**config.mk**
```make
export PLATFORM = sky130hd
export DESIGN_NAME = imem_loader
export DESIGN_NICKNAME = d
export VERILOG_FILES = /design/src/rtl/imem_pkg.sv /design/src/rtl/byte_packer.sv /design/src/rtl/imem_loader.sv
export SDC_FILE = /design/constraint.sdc
export NUM_CORES = 1
export LEC_CHECK = 0
export ABC_AREA = 1
export CAP_MARGIN = 20
export CORE_MARGIN = 5
export CORE_UTILIZATION = 30
export DETAILED_ROUTE_END_ITERATION = 10
export GPL_ROUTABILITY_DRIVEN = 0
export SYNTH_ARGS = -nofsm -noshare
export SYNTH_HDL_FRONTEND = slang
export SYNTH_SLANG_ARGS = --single-unit
```
**constraint.sdc**
```tcl
create_clock -name clk -period 2.17 [get_ports clk]
set_clock_uncertainty 0.2 [all_clocks]
set_input_delay 0.434 -clock clk [delete_from_list [all_inputs] [get_ports clk]]
set_output_delay 0.434 -clock clk [all_outputs]
set_load 0.03 [all_outputs]
```
**src/rtl/imem_pkg.sv**
```systemverilog
// rtl/imem_pkg.sv - shared instruction-memory geometry and loader state encoding
package imem_pkg;

    localparam int IMEM_DEPTH     = 64;
    localparam int IMEM_BASE_WORD = 25;
    localparam int IMEM_AW        = 6;

    typedef enum logic [1:0] {
        IDLE = 2'd0,
        LOAD = 2'd1,
        DONE = 2'd2,
        ERR  = 2'd3
    } loader_state_t;

endpackage

```
**src/rtl/byte_packer.sv**
```systemverilog
// rtl/byte_packer.sv - big-endian byte-to-word assembler with byte index and word-complete strobe
module byte_packer (
    input  logic        clk,
    input  logic        rst_n,
    input  logic        i_clear,
    input  logic        i_accept,
    input  logic [7:0]  i_byte,
    output logic [31:0] o_word,
    output logic        o_word_done
);

    logic [23:0] r_shift;
    logic [1:0]  r_byte_idx;

    // The completing byte is merged combinationally so the top can register the write on the same edge.
    assign o_word      = {r_shift, i_byte};
    assign o_word_done = i_accept && (r_byte_idx == 2'd3);

    always_ff @(posedge clk or negedge rst_n) begin
        if (!rst_n) begin
            r_shift    <= 24'd0;
            r_byte_idx <= 2'd0;
        end else if (i_clear) begin
            r_shift    <= 24'd0;
            r_byte_idx <= 2'd0;
        end else if (i_accept) begin
            r_shift    <= {r_shift[15:0], i_byte};
            r_byte_idx <= r_byte_idx + 2'd1;
        end
    end

endmodule

```
**src/rtl/imem_loader.sv**
```systemverilog
// rtl/imem_loader.sv - instruction memory loader top; optional running XOR checksum under IMEM_LOADER_CHECKSUM_EN
module imem_loader
    import imem_pkg::*;
#(
    parameter int DEPTH     = IMEM_DEPTH,
    parameter int BASE_WORD = IMEM_BASE_WORD,
    parameter int AW        = IMEM_AW
) (
    input  logic          clk,
    input  logic          rst_n,
    input  logic          start,
    input  logic [7:0]    loadByte,
    input  logic          loadValid,
    input  logic          loadLast,
    output logic          loadReady,
    output logic          memWe,
    output logic [AW-1:0] memAddr,
    output logic [31:0]   memData,
    output logic          cpuHold,
    output logic          done,
    output logic          loadErr,
`ifdef IMEM_LOADER_CHECKSUM_EN
    output logic [31:0]   checksum,
`endif
    output logic [AW:0]   wordCount
);

    localparam logic [AW-1:0] LP_BASE_ADDR = AW'(BASE_WORD);
    localparam logic [AW-1:0] LP_LAST_ADDR = AW'(DEPTH - 1);
    localparam logic [AW-1:0] LP_ADDR_ONE  = {{(AW-1){1'b0}}, 1'b1};
    localparam logic [AW:0]   LP_CNT_ONE   = {{AW{1'b0}}, 1'b1};

    loader_state_t r_state;
    logic          r_load_ready;
    logic          r_mem_we;
    logic [AW-1:0] r_mem_addr;
    logic [31:0]   r_mem_data;
    logic          r_cpu_hold;
    logic          r_done;
    logic          r_err;
    logic [AW:0]   r_word_count;
    logic [AW-1:0] r_next_addr;
    logic          r_full;

    logic          w_accept;
    logic          w_start_ok;
    logic          w_write;
    logic [31:0]   w_word;
    logic          w_word_done;

    // Ready is only ever high in LOAD, so it doubles as the state qualifier for a handshake.
    assign w_accept   = loadValid && r_load_ready;
    assign w_start_ok = start && (r_state != LOAD);
    assign w_write    = w_word_done && !r_full;

    byte_packer u_byte_packer (
        .clk         (clk),
        .rst_n       (rst_n),
        .i_clear     (w_start_ok),
        .i_accept    (w_accept),
        .i_byte      (loadByte),
        .o_word      (w_word),
        .o_word_done (w_word_done)
    );

    always_ff @(posedge clk or negedge rst_n) begin
        if (!rst_n) begin
            r_state      <= IDLE;
            r_load_ready <= 1'b0;
            r_mem_we     <= 1'b0;
            r_mem_addr   <= LP_BASE_ADDR;
            r_mem_data   <= 32'd0;
            r_cpu_hold   <= 1'b1;
            r_done       <= 1'b0;
            r_err        <= 1'b0;
            r_word_count <= '0;
            r_next_addr  <= LP_BASE_ADDR;
            r_full       <= 1'b0;
        end else begin
            r_mem_we <= 1'b0;
            case (r_state)
                IDLE, DONE, ERR: begin
                    if (start) begin
                        r_state      <= LOAD;
                        r_load_ready <= 1'b1;
                        r_cpu_hold   <= 1'b1;
                        r_done       <= 1'b0;
                        r_err        <= 1'b0;
                        r_word_count <= '0;
                        r_next_addr  <= LP_BASE_ADDR;
                        r_mem_addr   <= LP_BASE_ADDR;
                        r_full       <= 1'b0;
                    end
                end
                LOAD: begin
                    if (w_accept) begin
                        if (r_full) begin
                            // Top word already written: any further byte is an overflow.
                            r_state      <= ERR;
                            r_load_ready <= 1'b0;
                            r_err        <= 1'b1;
                        end else if (w_word_done) begin
                            r_mem_we     <= 1'b1;
                            r_mem_data   <= w_word;
                            r_mem_addr   <= r_next_addr;
                            r_word_count <= r_word_count + LP_CNT_ONE;
                            if (r_next_addr == LP_LAST_ADDR) begin
                                r_full <= 1'b1;
                            end else begin
                                r_next_addr <= r_next_addr + LP_ADDR_ONE;
                            end
                            if (loadLast) begin
                                r_state      <= DONE;
                                r_load_ready <= 1'b0;
                                r_done       <= 1'b1;
                                r_cpu_hold   <= 1'b0;
                            end
                        end else if (loadLast) begin
                            r_state      <= ERR;
                            r_load_ready <= 1'b0;
                            r_err        <= 1'b1;
                        end
                    end
                end
                default: begin
                    r_state      <= IDLE;
                    r_load_ready <= 1'b0;
                    r_cpu_hold   <= 1'b1;
                end
            endcase
        end
    end

`ifdef IMEM_LOADER_CHECKSUM_EN
    logic [31:0] r_checksum;

    always_ff @(posedge clk or negedge rst_n) begin
        if (!rst_n) begin
            r_checksum <= 32'd0;
        end else if (w_start_ok) begin
            r_checksum <= 32'd0;
        end else if (w_write) begin
            r_checksum <= r_checksum ^ w_word;
        end
    end

    assign checksum = r_checksum;
`endif

    assign loadReady = r_load_ready;
    assign memWe     = r_mem_we;
    assign memAddr   = r_mem_addr;
    assign memData   = r_mem_data;
    assign cpuHold   = r_cpu_hold;
    assign done      = r_done;
    assign loadErr   = r_err;
    assign wordCount = r_word_count;

endmodule

```
Yosys cells after proc, flatten, opt, wreduce, memory -nomap -nowiden
Index checks and enable logic that the tools add are counted.
{"block": "op_classes", "addsub": 3, "reduce_logical": 13, "n_mux": 54, "n_eq_ne": 14, "bitwise_logic": 1}
{"op": "$mux W24", "n": 2}
{"op": "$mux W6", "n": 8}
{"op": "$mux W7", "n": 4}
{"op": "$pmux W6 S2", "n": 2}
{"op": "$mux W1", "n": 23}
{"op": "$mux W2", "n": 8}
{"op": "$pmux W7 S2", "n": 1}
{"op": "$reduce_and A4 Y1", "n": 3}
{"op": "$pmux W1 S2", "n": 5}
{"op": "$reduce_and A5 Y1", "n": 2}
{"op": "$ne A2 B2 Y1 const B", "n": 4}
{"op": "$add A7 B1 Y7 const B", "n": 1}
{"op": "$add A6 B1 Y6 const B", "n": 1}
{"op": "$eq A2 B2 Y1 const B", "n": 3}
{"op": "$eq A6 B6 Y1 const B", "n": 1}
{"op": "$ne A2 B1 Y1 const B", "n": 3}
{"op": "$ne A3 B3 Y1 const B", "n": 2}
{"op": "$pmux W2 S2", "n": 1}
{"op": "$logic_and A1 B1 Y1", "n": 3}
{"op": "$reduce_and A3 Y1", "n": 1}
{"op": "$reduce_or A3 Y1", "n": 1}
{"op": "$add A2 B1 Y2 const B", "n": 1}
{"op": "$eq A2 B1 Y1 const B", "n": 1}
{"op": "$logic_not A2 Y1", "n": 1}
{"op": "3 further kinds", "n": 3}
{"block": "totals", "word_cells": 98, "output_inout_bits": 50, "reg_bits": 85, "input_bits": 13}

Depth between registers and ports, before layout
Gate-level depths: netlist of the first run.
{"block": "logic_depth", "word_depth": 6, "mapped_depth": 9, "depth_no_buf": 9}

Cells and area by module
Synthesis of the first run repeated with hierarchy kept, for this count alone.
{"block": "unflattened", "hier_cells": 433, "hier_area_um2": 3918.8}
{"module": "imem_loader", "seq_area_each_um2": 1485.2, "n_inst": 1, "area_each_um2": 2653.8, "cells_each": 308}
{"module": "byte_packer", "seq_area_each_um2": 650.6, "n_inst": 1, "area_each_um2": 1265.0, "cells_each": 125}

Worst setup path before layout of the first run
No wires, ideal clock.
{"block": "synth_timing", "kind": "reg-to-reg", "startpoint": "reg r_load_ready (netlist: loadReady)", "endpoint": "reg r_word_count[5] (netlist: wordCount[5])", "required_time_ps": 1842, "n_path_buf": 2, "path_stages_with_launch": 8, "arrival_ps": 1346, "setup_ps": 128, "period_less_slack_ps": 1674, "path_slack_ps": 496, "cell_sequence": "dfrtp_1 -> nand2_1 -> buf_2 -> o21ai_0 -> nand2_1 -> buf_4 -> nand2_1 -> o21ai_0"}
{"block": "synth_between", "elab_chain_len": 4, "word_cells_on_any_way": 5, "classes_between": "eq/ne (2); reduce/logical (3)"}
{"item": "from (decl)", "line": "imem_loader.sv:34", "text": "logic r_load_ready;"}
{"item": "from (signal assigned)", "line": "imem_loader.sv:69", "text": "r_load_ready <= 1'b0;"}
{"item": "from (signal assigned)", "line": "imem_loader.sv:85", "text": "r_load_ready <= 1'b1;"}
{"item": "from (signal assigned)", "line": "imem_loader.sv:100", "text": "r_load_ready <= 1'b0;"}
{"item": "$logic_and A1 B1 Y1 (*)", "line": "imem_loader.sv:52", "text": "assign w_accept = loadValid && r_load_ready;"}
{"item": "$logic_and A1 B1 Y1", "line": "byte_packer.sv:17", "text": "assign o_word_done = i_accept && (r_byte_idx == 2'd3);"}
{"item": "$ne A2 B1 Y1 (no line)"}
{"item": "$reduce_and A4 Y1 (no line) (*)"}
{"item": "to (signal assigned)", "line": "imem_loader.sv:106", "text": "r_word_count <= r_word_count + LP_CNT_ONE;"}
{"item": "to (decl)", "line": "imem_loader.sv:41", "text": "logic [AW:0] r_word_count;"}
Mark *: on every way between the ends. The rest lies on a longest branch, timed or not.
A chain may end at the register's enable or synchronous reset.

Worst setup path in the final report of the first run
{"block": "layout_timing", "startpoint": "reg r_word_count[4] (netlist: wordCount[4])", "endpoint": "out wordCount[4]"}
{"item": "to (decl)", "line": "imem_loader.sv:25", "text": "output logic [AW:0] wordCount"}
No word-level cell between the ends.

==> metrics, run 1 <==
Synth area leader dfrtp_1; CP Data Required Time roughly 1.5 ns; Die X roughly 120 um; crit path DAT 1.47 ns; row cnt 40; Synth Area per Inst around 8.8 um2; Synth Cell Area roughly 3700 um2; crit path from wordCount[4]; PD cells 1419 nW/um2; CTS root buffer clkbuf_16; DRT Wirelength approximately 8400 um; Seq/Total Area, Yosys 0.5836; R2R Path End r_next_addr[2]; global-route wire length before repair between 10000 and 15000 um; Clk pin slew, worst setup/hold paths ~0.06 ns; Final ANT Viol Nets 0; post-synth top area share 0.5333; Tmin final between 2 and 2.5 ns; delay of the slowest cell on the worst path just over 0.7 ns; largest net degree at the start of global routing 34; status completed; Ports 63; # diodes 0; initial core utilization 0.3060; Post-Synthesis Cells about 420; initial antenna violation count 0; R2R cell count 9; vias in the first global route 2859; CP endpoint kind output pin; normalized max-slew margin 0.6990; YS warnings 0; Post-Route Setup TNS 0 ns; routed len/inst around 13 um; RR Startpoint u_byte_packer.r_byte_idx[0]; # DRC 0; fmax 476.2 MHz; Leak approximately 2.5 nW; worst vdd ir slightly above 500 uV; Mapped Nets between 400 and 500; crit path max-delay cell type clkdlybuf4s50_1; Hold Vio Cnt, Final 0; commonest cells after routing, fill and taps aside nand2_1 (164), dfrtp_1 (78), clkdlybuf4s50_1 (57); dpl hpwl about 5900 um; share of cells above drive strength 1 0.09697; HP Start cpuHold; RSZ-0062 raised after global routing false; CP Class flop to output pin; Yosys reg bits 85; crit path buf inv count 1; TritonCTS Buffers 9; die span in y roughly 120 um; total grt overflow 0; Layout Nets around 510; commonest non-fill, non-tap cell in the layout nand2_1; Top Family by Delay on Critical Path buffers and inverters; largest cells by area after synthesis dfrtp_1 (53%), nand2_1 (17%), dfstp_2 (5.0%); Area growth, synth to finish 32.51%; worst-path fanout max 5; r2r setup slk around 0.44 ns; vias 2871; Clock Latency Late Sink 0.33 ns; worst hold slack roughly 0.27 ns; number of H-tree levels 3; input/output buffers a little over 60; crit start category flop; Hold Path Cell Cnt 2; setup violators final 0; Tot Pwr between 6 and 7 mW; clock buffer depth 2; Vias/cell between 4 and 5; worst hold path class flop to flop; slew of the pin with the lowest slew margin between 0.4 and 0.5 ns; TritonRoute pass-1 iters 5; Stages on worst setup path 1; maxcap violations 0; Tcrit/Tclk final 0.9677; post-synth cell types 26; worst-path cell chain clkdlybuf4s50_1; First DRT Iteration DRCs roughly 210; core area between 10000 and 15000 um2; Hold EP cpuHold; Clock Sink Count between 80 and 90; Tot GR Track Use 0.1219; Final Max Tran Viols 0; die area roughly 15000 um2; CTS tree built
flip-flops by register name, indices dropped and copies added, names as in the netlist:
name and flops:
memData 32, u_byte_packer.r_shift 24, wordCount 7, memAddr 6, r_next_addr 6, r_state 2
u_byte_packer.r_byte_idx 2, cpuHold 1, done 1, loadErr 1, loadReady 1, memWe 1
r_full 1
how the worst max path moves through the flow:
stage	slack [ns]	to
final	0.07	wordCount[4]
after global routing	0.02	wordCount[3]
after global placement	0.07	r_next_addr[4]
after detailed placement	0.08	r_next_addr[4]
after floorplan	0.50	wordCount[5]
after CTS	0.007	cpuHold
cells in the mapped netlist:
cell / count
dfstp_2: 7
buf_6: 1
buf_4: 3
nor3_4: 1
o211ai_1: 16
nand2_2: 1
nor2_2: 1
o21bai_1: 12
nor2_4: 1
nor2_1: 26
a21oi_1: 2
o21ai_0: 15
nor3_1: 1
nand3_1: 11
nand2_1: 164
buf_2: 11
inv_2: 3
o21ai_2: 1
o21ai_1: 9
xnor2_1: 1
dfrtp_1: 78
ha_1: 3
clkbuf_1: 2
xor2_1: 4
nand2_4: 1
inv_1: 43
power by group:
part	switching (mW)	internal, mW	total [mW]
Clock	0.615	1.04	1.65
Sequential	0.346	2.17	2.52
Combinational	1.65	1.06	2.71
stage by stage:
step,util,instance area [um2],std cells,setup WS (ns)
3_3_place_gp,0.3775,4516,625,0.06829
3_5_place_dp,0.3775,4516,625,0.07723
2_1_floorplan,-,3660,418,0.4963
5_1_grt,0.4054,4850,642,0.02247
6_report,0.4054,4850,642,0.07014
4_1_cts,0.4052,4847,642,0.006613
area by class of cell:
class	instances	area (um2)
fill	1189	7112
sequential	85	2136
multi-input combinational	270	1255
timing repair buffer	78	777.0
clock buffer	10	239.0
tap	147	183.9
inverter	46	172.7
clock inverter	6	86.33
timing repair:
item	4_1_cts	5_1_grt
hold endpoints to repair	30	0
hold buffers	1	0
endpoints found under the setup margin	3	1
buffers inserted	0	0
resized for setup	3	1
kinds of logic (layout without fill, tap and decap cells):
family / count (synthesis) / count (layout) / synth area share
flip-flops: 85 / 85 / 0.5836
adder cells (fa/ha/maj): 3 / 3 / 0.01026
buffers and inverters: 63 / 140 / 0.07350
AND/OR/NAND/NOR: 207 / 207 / 0.2253
AO/OA/AOI/OAI: 55 / 55 / 0.09539
XOR/XNOR: 5 / 5 / 0.01197
layer usage:
layer  routed length (um)  vias to the layer above  track usage
li1                     -                     1446            -
met1                 3923                     1362       0.1672
met2                 4054                       56       0.1994
met3                  338                        7      0.02900
met4                   53                        0      0.02125
met5                    0                        -            0
Note: power is estimated with default switching activity, not from simulation.
==> run 2: changes to the inputs <==
--- a/config.mk
+++ b/config.mk
@@ -9,6 +9,7 @@
 export CAP_MARGIN = 20
 export CORE_MARGIN = 5
 export CORE_UTILIZATION = 30
+export CTS_BUF_LIST = sky130_fd_sc_hd__clkbuf_8
 export DETAILED_ROUTE_END_ITERATION = 10
 export GPL_ROUTABILITY_DRIVEN = 0
 export SYNTH_ARGS = -nofsm -noshare
==> metrics, run 2 (same netlist as run 1, synthesis figures left out) <==
initial antenna violation count 0; global-route wire length before repair 14430 um; crit path from wordCount[0]; die area 14510 um2; worst-path fanout max 5; # DRC 0; Area growth, synth to finish 29.91%; CP Data Required Time about 1.5 ns; status completed; RR Startpoint u_byte_packer.r_byte_idx[0]; Ports between 60 and 70; crit path buf inv count 1; Leak roughly 2.5 nW; Post-CTS Setup Inserts 0; clock buffer depth 2; M1 GR Usage 0.1655; worst-path cell chain clkdlybuf4s50_1; number of H-tree levels 3; vias around 2900; commonest non-fill, non-tap cell in the layout nand2_1; crit start category flop; CTS tree built; normalized max-slew margin 0.6998; Clk pin slew, worst setup/hold paths around 0.080 ns; Clock Latency Late Sink 0.35 ns; CP Class flop to output pin; worst hold path class flop to flop; dpl cells 625; register area 2136 um2; First DRT Iteration DRCs 214; Final ANT Viol Nets 0; max reg flops 32; routed len/inst around 13 um; # diodes 0; maxcap violations 0; share of cells above drive strength 1 0.09697; setup violators final 0; delay of the slowest cell on the worst path roughly 0.7 ns; worst vdd ir between 400 and 500 uV; TritonCTS Buffers 9; dpl hpwl between 5000 and 6000 um; Final Max Tran Viols 0; HP Start cpuHold; initial core utilization 0.3060; TritonRoute pass-1 iters 4; vias in the first global route roughly 2900; Clock Sink Count 85; RSZ-0062 raised after global routing false; crit path max-delay cell type clkdlybuf4s50_1; commonest cells after routing, fill and taps aside nand2_1 (164), dfrtp_1 (78), clkdlybuf4s50_1 (53); largest net degree at the start of global routing 34; Tcrit/Tclk final 0.9695; fmax 475.3 MHz; row cnt 40; CTS root buffer clkbuf_8; CP endpoint kind output pin; PD cells 1358 nW/um2; area of the multi-input gates between 1000 and 1500 um2; Top Family by Delay on Critical Path buffers and inverters; FILL cells ~1200; input/output buffers slightly above 60; total grt overflow 0; grt met3 use 0.03321; DRT Wirelength 8379 um; slew of the pin with the lowest slew margin between 0.4 and 0.5 ns; Layout Nets approximately 510; busiest grt layer met2; Hold Vio Cnt, Final 0; crit path DAT around 1.5 ns; Tmin final 2.104 ns; Layout Cells excl Fill 642; die span in y 120.5 um; Vias/cell approximately 4.5; GRT met2 Usage 0.2026; Die X about 120 um; core area 11960 um2; Tot GR Track Use 0.1225; Post-Route Setup TNS 0 ns
## run 2: changes by cell type in the layout (fill, tap and decap cells not counted)
| cell | delta |
|---|---|
| clkbuf_16 | -9 |
| clkbuf_8 | +9 |
| clkdlybuf4s50_1 | -4 |
| dlymetal6s2s_1 | +3 |
| dlygate4sd2_1 | +1 |
## run 2: report_power, final
part / internal, mW / total, mW / switching, mW
registers: 2.17 / 2.51 / 0.344
clock network: 0.678 / 1.24 / 0.562
logic: 1.06 / 2.70 / 1.65
total: 3.90 / 6.45 / 2.55
## run 2: area by class of cell
cell class | count | area share
flip-flops and latches | 85 | 0.4492
multi-input cells | 270 | 0.2639
repair buffers | 78 | 0.1647
well taps | 147 | 0.03868
inverters | 46 | 0.03632
clock buffers | 10 | 0.02895
clock inverters | 6 | 0.01816
## run 2: path summary, 6_finish.rpt
| check | cells after the start | endpoint | slack [ns] |
|---|---|---|---|
| max | 1 | wordCount[0] | 0.07 |
| min | 2 | cpuHold | 0.27 |
| max reg2reg | 9 | r_next_addr[2] | 0.44 |
| min reg2reg | 2 | cpuHold | 0.27 |
| max in group asynchronous | 3 | r_next_addr[0] | 0.73 |
| min in group asynchronous | 2 | wordCount[6] | 0.37 |
## run 2: timing repair
item	4_1_cts	5_1_grt
endpoints found under the hold margin	30	0
endpoints found under the setup margin	4	4
gates resized for setup	4	4
hold buffers	1	0
## run 2: worst min-delay path, delay by kind of cell (launching register included)
family | cells | cell delay [ns]
flip-flops | 1 | 0.38
AND/OR/NAND/NOR | 2 | 0.09
## run 2: per-layer routing
layer,part of all wire,vias to the layer above
met5,0,-
met4,0.0070,0
met3,0.053,8
met2,0.49,76
met1,0.45,1351
li1,-,1439
## run 2: stage by stage
step / hold slack, ns / worst slack [ns] / utilization / power, mW / instance area (um2)
after detailed placement: 0.2143 / 0.07723 / 0.3775 / 5.288 / 4516
after global placement: 0.2120 / 0.06829 / 0.3775 / 5.262 / 4516
after floorplan: -0.06159 / 0.4963 / - / 4.192 / 3660
final: 0.2687 / 0.06619 / 0.3975 / 6.455 / 4755
after CTS: 0.2685 / 0.007293 / 0.3967 / 6.566 / 4745
after global routing: 0.3045 / 0.004786 / 0.3975 / 6.937 / 4755
==> run 3: changes to the inputs <==
--- a/config.mk
+++ b/config.mk
@@ -6,12 +6,12 @@
 export NUM_CORES = 1
 export LEC_CHECK = 0
 export ABC_AREA = 1
-export CAP_MARGIN = 20
 export CORE_MARGIN = 5
 export CORE_UTILIZATION = 30
 export CTS_BUF_LIST = sky130_fd_sc_hd__clkbuf_8
 export DETAILED_ROUTE_END_ITERATION = 10
 export GPL_ROUTABILITY_DRIVEN = 0
+export GPL_TIMING_DRIVEN = 0
 export SYNTH_ARGS = -nofsm -noshare
 export SYNTH_HDL_FRONTEND = slang
 export SYNTH_SLANG_ARGS = --single-unit
==> metrics, run 3 (same netlist as run 1, synthesis figures left out) <==
CP Class flop to output pin; die area 14510 um2; CTS root buffer clkbuf_8; Final ANT Viol Nets 0; DRT Wirelength between 8000 and 9000 um; initial core utilization 0.3060; commonest non-fill, non-tap cell in the layout nand2_1; Final Max Tran Viols 0; max reg flops 32; total grt overflow 0; input/output buffers 62; worst-path cell chain clkdlybuf4s50_1; commonest cells after routing, fill and taps aside nand2_1 (164), dfrtp_1 (78), clkdlybuf4s50_1 (52); share of cells above drive strength 1 0.09639; clock buffer depth 2; TritonCTS Buffers 9; dpl hpwl about 6400 um; delay of the slowest cell on the worst path 0.70 ns; TritonRoute pass-1 iters 4; # diodes 0; Leak roughly 2.5 nW; Layout Cells excl Fill approximately 650; CTS tree built; final instance area 4725 um2; Clk pin slew, worst setup/hold paths 0.09 ns; Layout Nets about 510; Area growth, synth to finish 29.09%; vias in the first global route 2955; FILL cells ~1200; core area 11960 um2; status completed; PD cells 1372 nW/um2; slew of the pin with the lowest slew margin ~0.49 ns; # DRC 0; Clock Sink Count 85; maxcap violations 0; dpl cells around 630; number of H-tree levels 3; setup violators final 0; Top Family by Delay on Critical Path buffers and inverters; Post-Place Cell Area 4489 um2; Vias/cell between 4 and 5; crit path max-delay cell type clkdlybuf4s50_1; Ports 63; First DRT Iteration DRCs 199; row cnt 40; Clock Latency Late Sink between 0.3 and 0.4 ns; global-route wire length before repair between 10000 and 15000 um; worst hold slack 0.2707 ns; Tcrit/Tclk final 0.9750; crit path DAT 1.48 ns; worst-path fanout max 4; CP endpoint kind output pin; vias just under 3000; Die X approximately 120 um; CP Data Required Time 1.54 ns; normalized max-slew margin 0.6734; Tot GR Track Use 0.1278; worst vdd ir 591.9 uV; Tot Pwr about 6.5 mW; initial antenna violation count 0; fmax roughly 470 MHz; die span in y between 100 and 150 um; crit start category flop; routed len/inst roughly 14 um; Tmin final around 2.1 ns; worst hold path class flop to flop; crit path buf inv count 1; RSZ-0062 raised after global routing false; Hold Vio Cnt, Final 0; largest net degree at the start of global routing 60
-- run 3: path summary, 6_finish.rpt --
| check | from | end | slack [ns] | cells after the start |
|---|---|---|---|---|
| worst max-delay path | wordCount[1] | wordCount[1] | 0.05 | 1 |
| worst min-delay path | cpuHold | cpuHold | 0.27 | 2 |
| worst max register to register | loadReady | u_byte_packer.r_shift[21] | 0.39 | 7 |
| worst min register to register | cpuHold | cpuHold | 0.27 | 2 |
| max in group asynchronous | rst_n | u_byte_packer.r_shift[5] | 0.82 | 3 |
| min in group asynchronous | rst_n | r_state[1] | 0.33 | 2 |
-- run 3: area by class of cell --
cell class	instances	area, um2	area share
Clock buffer	9	123.9	0.02622
Tap cell	147	183.9	0.03893
Sequential cell	85	2136	0.4521
Inverter	46	172.7	0.03655
Buffer	17	96.34	0.02039
Timing Repair Buffer	64	659.4	0.1396
Clock inverter	7	97.59	0.02066
Multi-Input combinational cell	270	1255	0.2656
-- run 3: layer usage --
layer / wire (um) / global-route usage / share of wire / up-vias
met4: 111 / 0.04037 / 0.013 / 0
met5: 0 / 0 / 0 / -
met2: 4440 / 0.2173 / 0.50 / 68
met3: 420 / 0.03789 / 0.047 / 10
met1: 3900 / 0.1559 / 0.44 / 1394
li1: - / - / - / 1441
-- run 3: what timing repair did --
item                       CTS  global route
cloned                       0             0
setup buffers                0             0
gates resized for setup      5             4
hold buffers                 1             0
setup endpoints to repair    5             4
hold endpoints to repair    19             0
-- run 3: per-stage QoR --
stage	util	worst slack (ns)	setup TNS [ns]
floorplan	-	0.4963	0
global placement	0.3732	-2.624	-216.23
detailed placement	0.3753	-0.07107	-1.415
CTS	0.3941	0.01625	0
global route	0.3950	0.002004	0
finish	0.3950	0.05436	0
-- run 3: report_power, final --
group / total (mW) / switching [mW] / internal (mW)
sequential: 2.52 / 0.351 / 2.17
clock: 1.27 / 0.615 / 0.659
combinational: 2.69 / 1.67 / 1.02
==> edit 1, RTL diff (flow settings as in run 2) <==
The option `IMEM_LOADER_CHECKSUM_EN` is turned on by a define.
--- a/src/rtl/imem_loader.sv
+++ b/src/rtl/imem_loader.sv
@@ -1,2 +1,4 @@
 // rtl/imem_loader.sv - instruction memory loader top; optional running XOR checksum under IMEM_LOADER_CHECKSUM_EN
+`define IMEM_LOADER_CHECKSUM_EN
+
 module imem_loader
Check against the original RTL (old outputs only; new: checksum): equivalent (Yosys induction, for registers that start in step).
==> edit 1 against run 2 <==
  * Critical path depth did not move
  * Sequential share of layout area fell by 2.8 points
  * Synthesized cell count rose by 50%
  * Via count rose by 48%
  * Design area rose by 47%
  * Wire length rose by 56%
  * Sequential cell count rose by 32
  * Power rose by 21%
  * Setup slack got worse by 0.0048 ns
  * Area after synthesis rose by 42%
==> edit 1: results (changes against run 2) <==
* Commonest cells post-synth: 177 x nand2_1, 110 x dfrtp_1, 90 x inv_1
* Reg2reg end: r_next_addr[1]$_DFFE_PN0P_
* XOR/XNOR Fraction of Synth Area at 0.5043% (-0.69 points)
* Place WS at 0.05381 ns (-0.02342 ns)
* Register Area at 2937 sq um (+37%)
* Worst path max stage delay at 0.68 ns (-0.02 ns)
* Outcome: finished clean
* Worst-path fanout max at 2 (-3)
* Dpl cells at 931 (+49%)
* Worst r2r path cells at 8 (-1)
* Worst Hold Slack at 0.2585 ns (-0.01019 ns)
* Via count at 4264 (+48%)
* Reg2Reg Launch Point: r_next_addr[0]$_DFFE_PN1P_
* Area contributors post-synth: dfrtp_1 53%, nand2_1 13%, inv_1 6.5%
* Multi-input gate share of total cell area at 25.62% (-0.78 points)
* Fillers at 1788 (+49%)
* Fmax at 474.2 MHz (-0.23%)
* Slew headroom at 63.92% (-6.1 points)
* Buffers, non-clock at 110 (+41%)
* Total GRT Usage at 13.93% (+1.7 points)
* Drt wl/cell at 13.59 um (+4.2%)
* Sequential-to-total area share from yosys stat at 56.36% (-2.0 points)
* Largest net degree at the start of global routing at 78 (+130%)
* Vias/cell at 4.423 (-1.2%)
* Worst setup path start: checksum[17]$_DFFE_PN0P_
## edit 1: cell types whose count changed in the layout (fill, tap and decap cells not counted), moves of 9 or more
cell | before | now
inv_1 | 43 | 90
dlymetal6s2s_1 | 4 | 43
dfrtp_1 | 78 | 110
nor2_1 | 26 | 55
clkdlybuf4s50_1 | 53 | 30
nor3_1 | 1 | 22
o21ai_1 | 9 | 29
dlygate4sd2_1 | 4 | 20
nand3_1 | 11 | 25
o21ai_0 | 15 | 28
a21oi_1 | 2 | 13
clkbuf_8 | 10 | 21
nand2_1 | 164 | 174
o21bai_1 | 12 | 3
## edit 1: metal layers
layer | part of all wire, % | GRT usage (%) | vias up
li1 | - | - | 2170
met1 | 48 | 18.94 | 1991
met2 | 45 | 20.79 | 91
met3 | 5.9 | 5.089 | 12
met4 | 1.1 | 4.293 | 0
met5 | 0 | 0 | -
==> edit 2, RTL diff (settings of run 2) <==
Made on the original files. Re-encode `loader_state_t` (4 states) as one-hot, 4 bits wide.
--- a/src/rtl/imem_pkg.sv
+++ b/src/rtl/imem_pkg.sv
@@ -7,7 +7,7 @@
 
-    typedef enum logic [1:0] {
-        IDLE = 2'd0,
-        LOAD = 2'd1,
-        DONE = 2'd2,
-        ERR  = 2'd3
+    typedef enum logic [3:0] {
+        IDLE = 4'b0001,
+        LOAD = 4'b0010,
+        DONE = 4'b0100,
+        ERR  = 4'b1000
     } loader_state_t;
Function: no difference found for any inputs over 4 cycles, from zero or initial values and one cycle with rst_n low; so few cycles prove little.
==> edit 2 against run 2 <==
  * Area after synthesis grew 8.7%
  * Power shrank 25%
  * Core utilization fell by 1.0 points
  * Global-route usage is 0.57 points lower
  * Design area rose by 7.1%
  * Wire length is 5.1% higher
  * First-iteration DRC count is 30% lower
  * Die area grew 7.9%
  * Clock power up 12%
  * Count of clock-buffer cells in the layout unchanged
  * Setup slack improved by 0.017 ns
  * Critical path depth did not move
  * Sequential cell count up 2
  * Critical path type unchanged
  * Largest cell class unchanged
==> edit 2: results (changes against run 2) <==
* Flop pwr share at 40.2% (+1.3 points)
* Post-Syn Nets at 458 (+5.5%)
* Sequential-to-total area share from yosys stat at 54.99% (-3.4 points)
* Clk slew on worst S/H paths at 0.09 ns
* Buffers, non-clock at 78 (unchanged)
* PD cells at 952.7 nW/um^2 (-30%)
* Clock Power Share at 28.7% (+9.5 points)
* Clock Latency Late Sink at 0.37 ns (+0.02 ns)
* Core Area at 13140 sq um (+9.8%)
* Largest net degree at the start of global routing at 52 (+53%)
* Yosys warnings at 0 (unchanged)
* Distinct cells, synth at 30 (+15%)
* Switch share at 35.92% (-3.6 points)
* Worst vdd ir at 0.0003896 V (-18%)
* Worst-margin pin slew at 0.3746 ns (-0.07580 ns)
* Total GRT Usage at 11.68% (-0.57 points)
* Number of buffers added on ports at 62 (unchanged)
* Routed wire length at 8.806 mm (+5.1%)
* Seq area share at 42.96% (-2.0 points)
* Critical path's top delay family: buffers and inverters
* First-pass iteration count of the detailed router at 5 (+1)
* Via count at 3039 (+5.7%)
* Inverters at 73 (+59%)
* Post-DP HPWL at 6.127 mm (+3.2%)
* CP arrival at 1.45 ns (-0.02 ns)
* CTS buffer count at 9 (unchanged)
* Placed cell area at 4836 sq um (+7.1%)
* Reg2Reg Launch Point: r_next_addr[0]$_DFFE_PN1P_
* Ys async rst share at 100.0% (unchanged)
* Worst setup path end: memData[10]
* Fillers at 1350 (+12%)
* Commonest cells post-synth: 118 x nand2_1, 79 x dfrtp_1, 71 x inv_1
* Flip-flop count of the largest register after layout at 32 (unchanged)
* Pleak at 2.596 nW (+4.2%)
* Vias in the first global route at 3089 (+7.5%)
* Net Sw Power at 1.742 mW (-32%)
* Reg2reg end: r_next_addr[5]$_DFFE_PN0P_
* Hold Crit Class: flop to flop
* Layout Nets at 531 (+4.9%)
* First-pass GRT wire length at 14.73 mm (+2.1%)
* Diode count at 0 (unchanged)
* Worst reg-to-reg setup slack at 0.26 ns (-0.18 ns)
* Worst path max stage delay at 0.69 ns
* Layout cells sized above 1 at 16.15% (+6.5 points)
* Outcome: finished clean
* Slowest CP cell: clkdlybuf4s50_1
* Worst setup path start: memData[10]$_DFFE_PN0P_
* WHS Path Cells at 2 (unchanged)
* Layout clock area frac at 4.841% (+0.13 points)
* Clk root buf: clkbuf_8
* Multi-input gate area at 1384 sq um (+10%)
* Final sequential cell count at 87 (+2.4%)
* Starting DRT DRC Count at 149 (-30%)
* NonClk Buf Share at 15.26% (-1.2 points)
* Area contributors post-synth: dfrtp_1 50%, nand2_1 11%, inv_1 6.7%
* #MultiIn Comb at 266 (-1.5%)
* Worst-path fanout max at 2 (-3)
[edit 2: through the flow]
| stage | hold WS (ns) | setup slack (ns) | cells | TNS (ns) |
|---|---|---|---|---|
| global placement | 0.1807 | 0.02279 | 679 | 0 |
| global route | 0.2847 | 0.01157 | 696 | 0 |
| finish | 0.2650 | 0.08361 | 696 | 0 |
| detailed placement | 0.1809 | -0.02790 | 679 | -0.4978 |
| floorplan | -0.06159 | 0.3653 | 442 | 0 |
| CTS | 0.2702 | 0.009644 | 696 | 0 |
[edit 2: logic make-up (layout without fill, tap and decap cells)]
family | count (synthesis) | count (layout) | share of synthesized area (%)
AOI/OAI and AO/OA | 70 | 70 | 12.65
xor gates and xnor gates | 1 | 1 | 0.2202
adders and majority gates | 3 | 3 | 0.9438
buffers and inverters | 89 | 167 | 10.22
DFF | 87 | 87 | 54.99
and+or+nand+nor | 192 | 192 | 20.98
[edit 2: how the worst min path moves through the flow]
stage,startpoint,to,slack [ns]
floorplan,rst_n,done$_DFFE_PN0P_,-0.06
global placement,rst_n,memData[16]$_DFFE_PN0P_,0.18
detailed placement,rst_n,memData[17]$_DFFE_PN0P_,0.18
CTS,r_next_addr[4]$_DFFE_PN1P_,r_next_addr[4]$_DFFE_PN1P_,0.27
global route,r_next_addr[4]$_DFFE_PN1P_,r_next_addr[4]$_DFFE_PN1P_,0.28
finish,cpuHold$_DFFE_PN1P_,cpuHold$_DFFE_PN1P_,0.27
[edit 2: repair_timing]
item / 4_1_cts / 5_1_grt
gates resized for setup: 7 / 3
hold buffers: 1 / 0
gates cloned: 0 / 0
setup endpoints to repair: 7 / 3
endpoints found under the hold margin: 27 / 0
[edit 2: metal layers]
metal / global-route usage, % / share of wire [%]
met1: 14.52 / 47
met2: 18.51 / 46
met3: 4.009 / 4.9
met4: 5.102 / 2.3
met5: 0 / 0
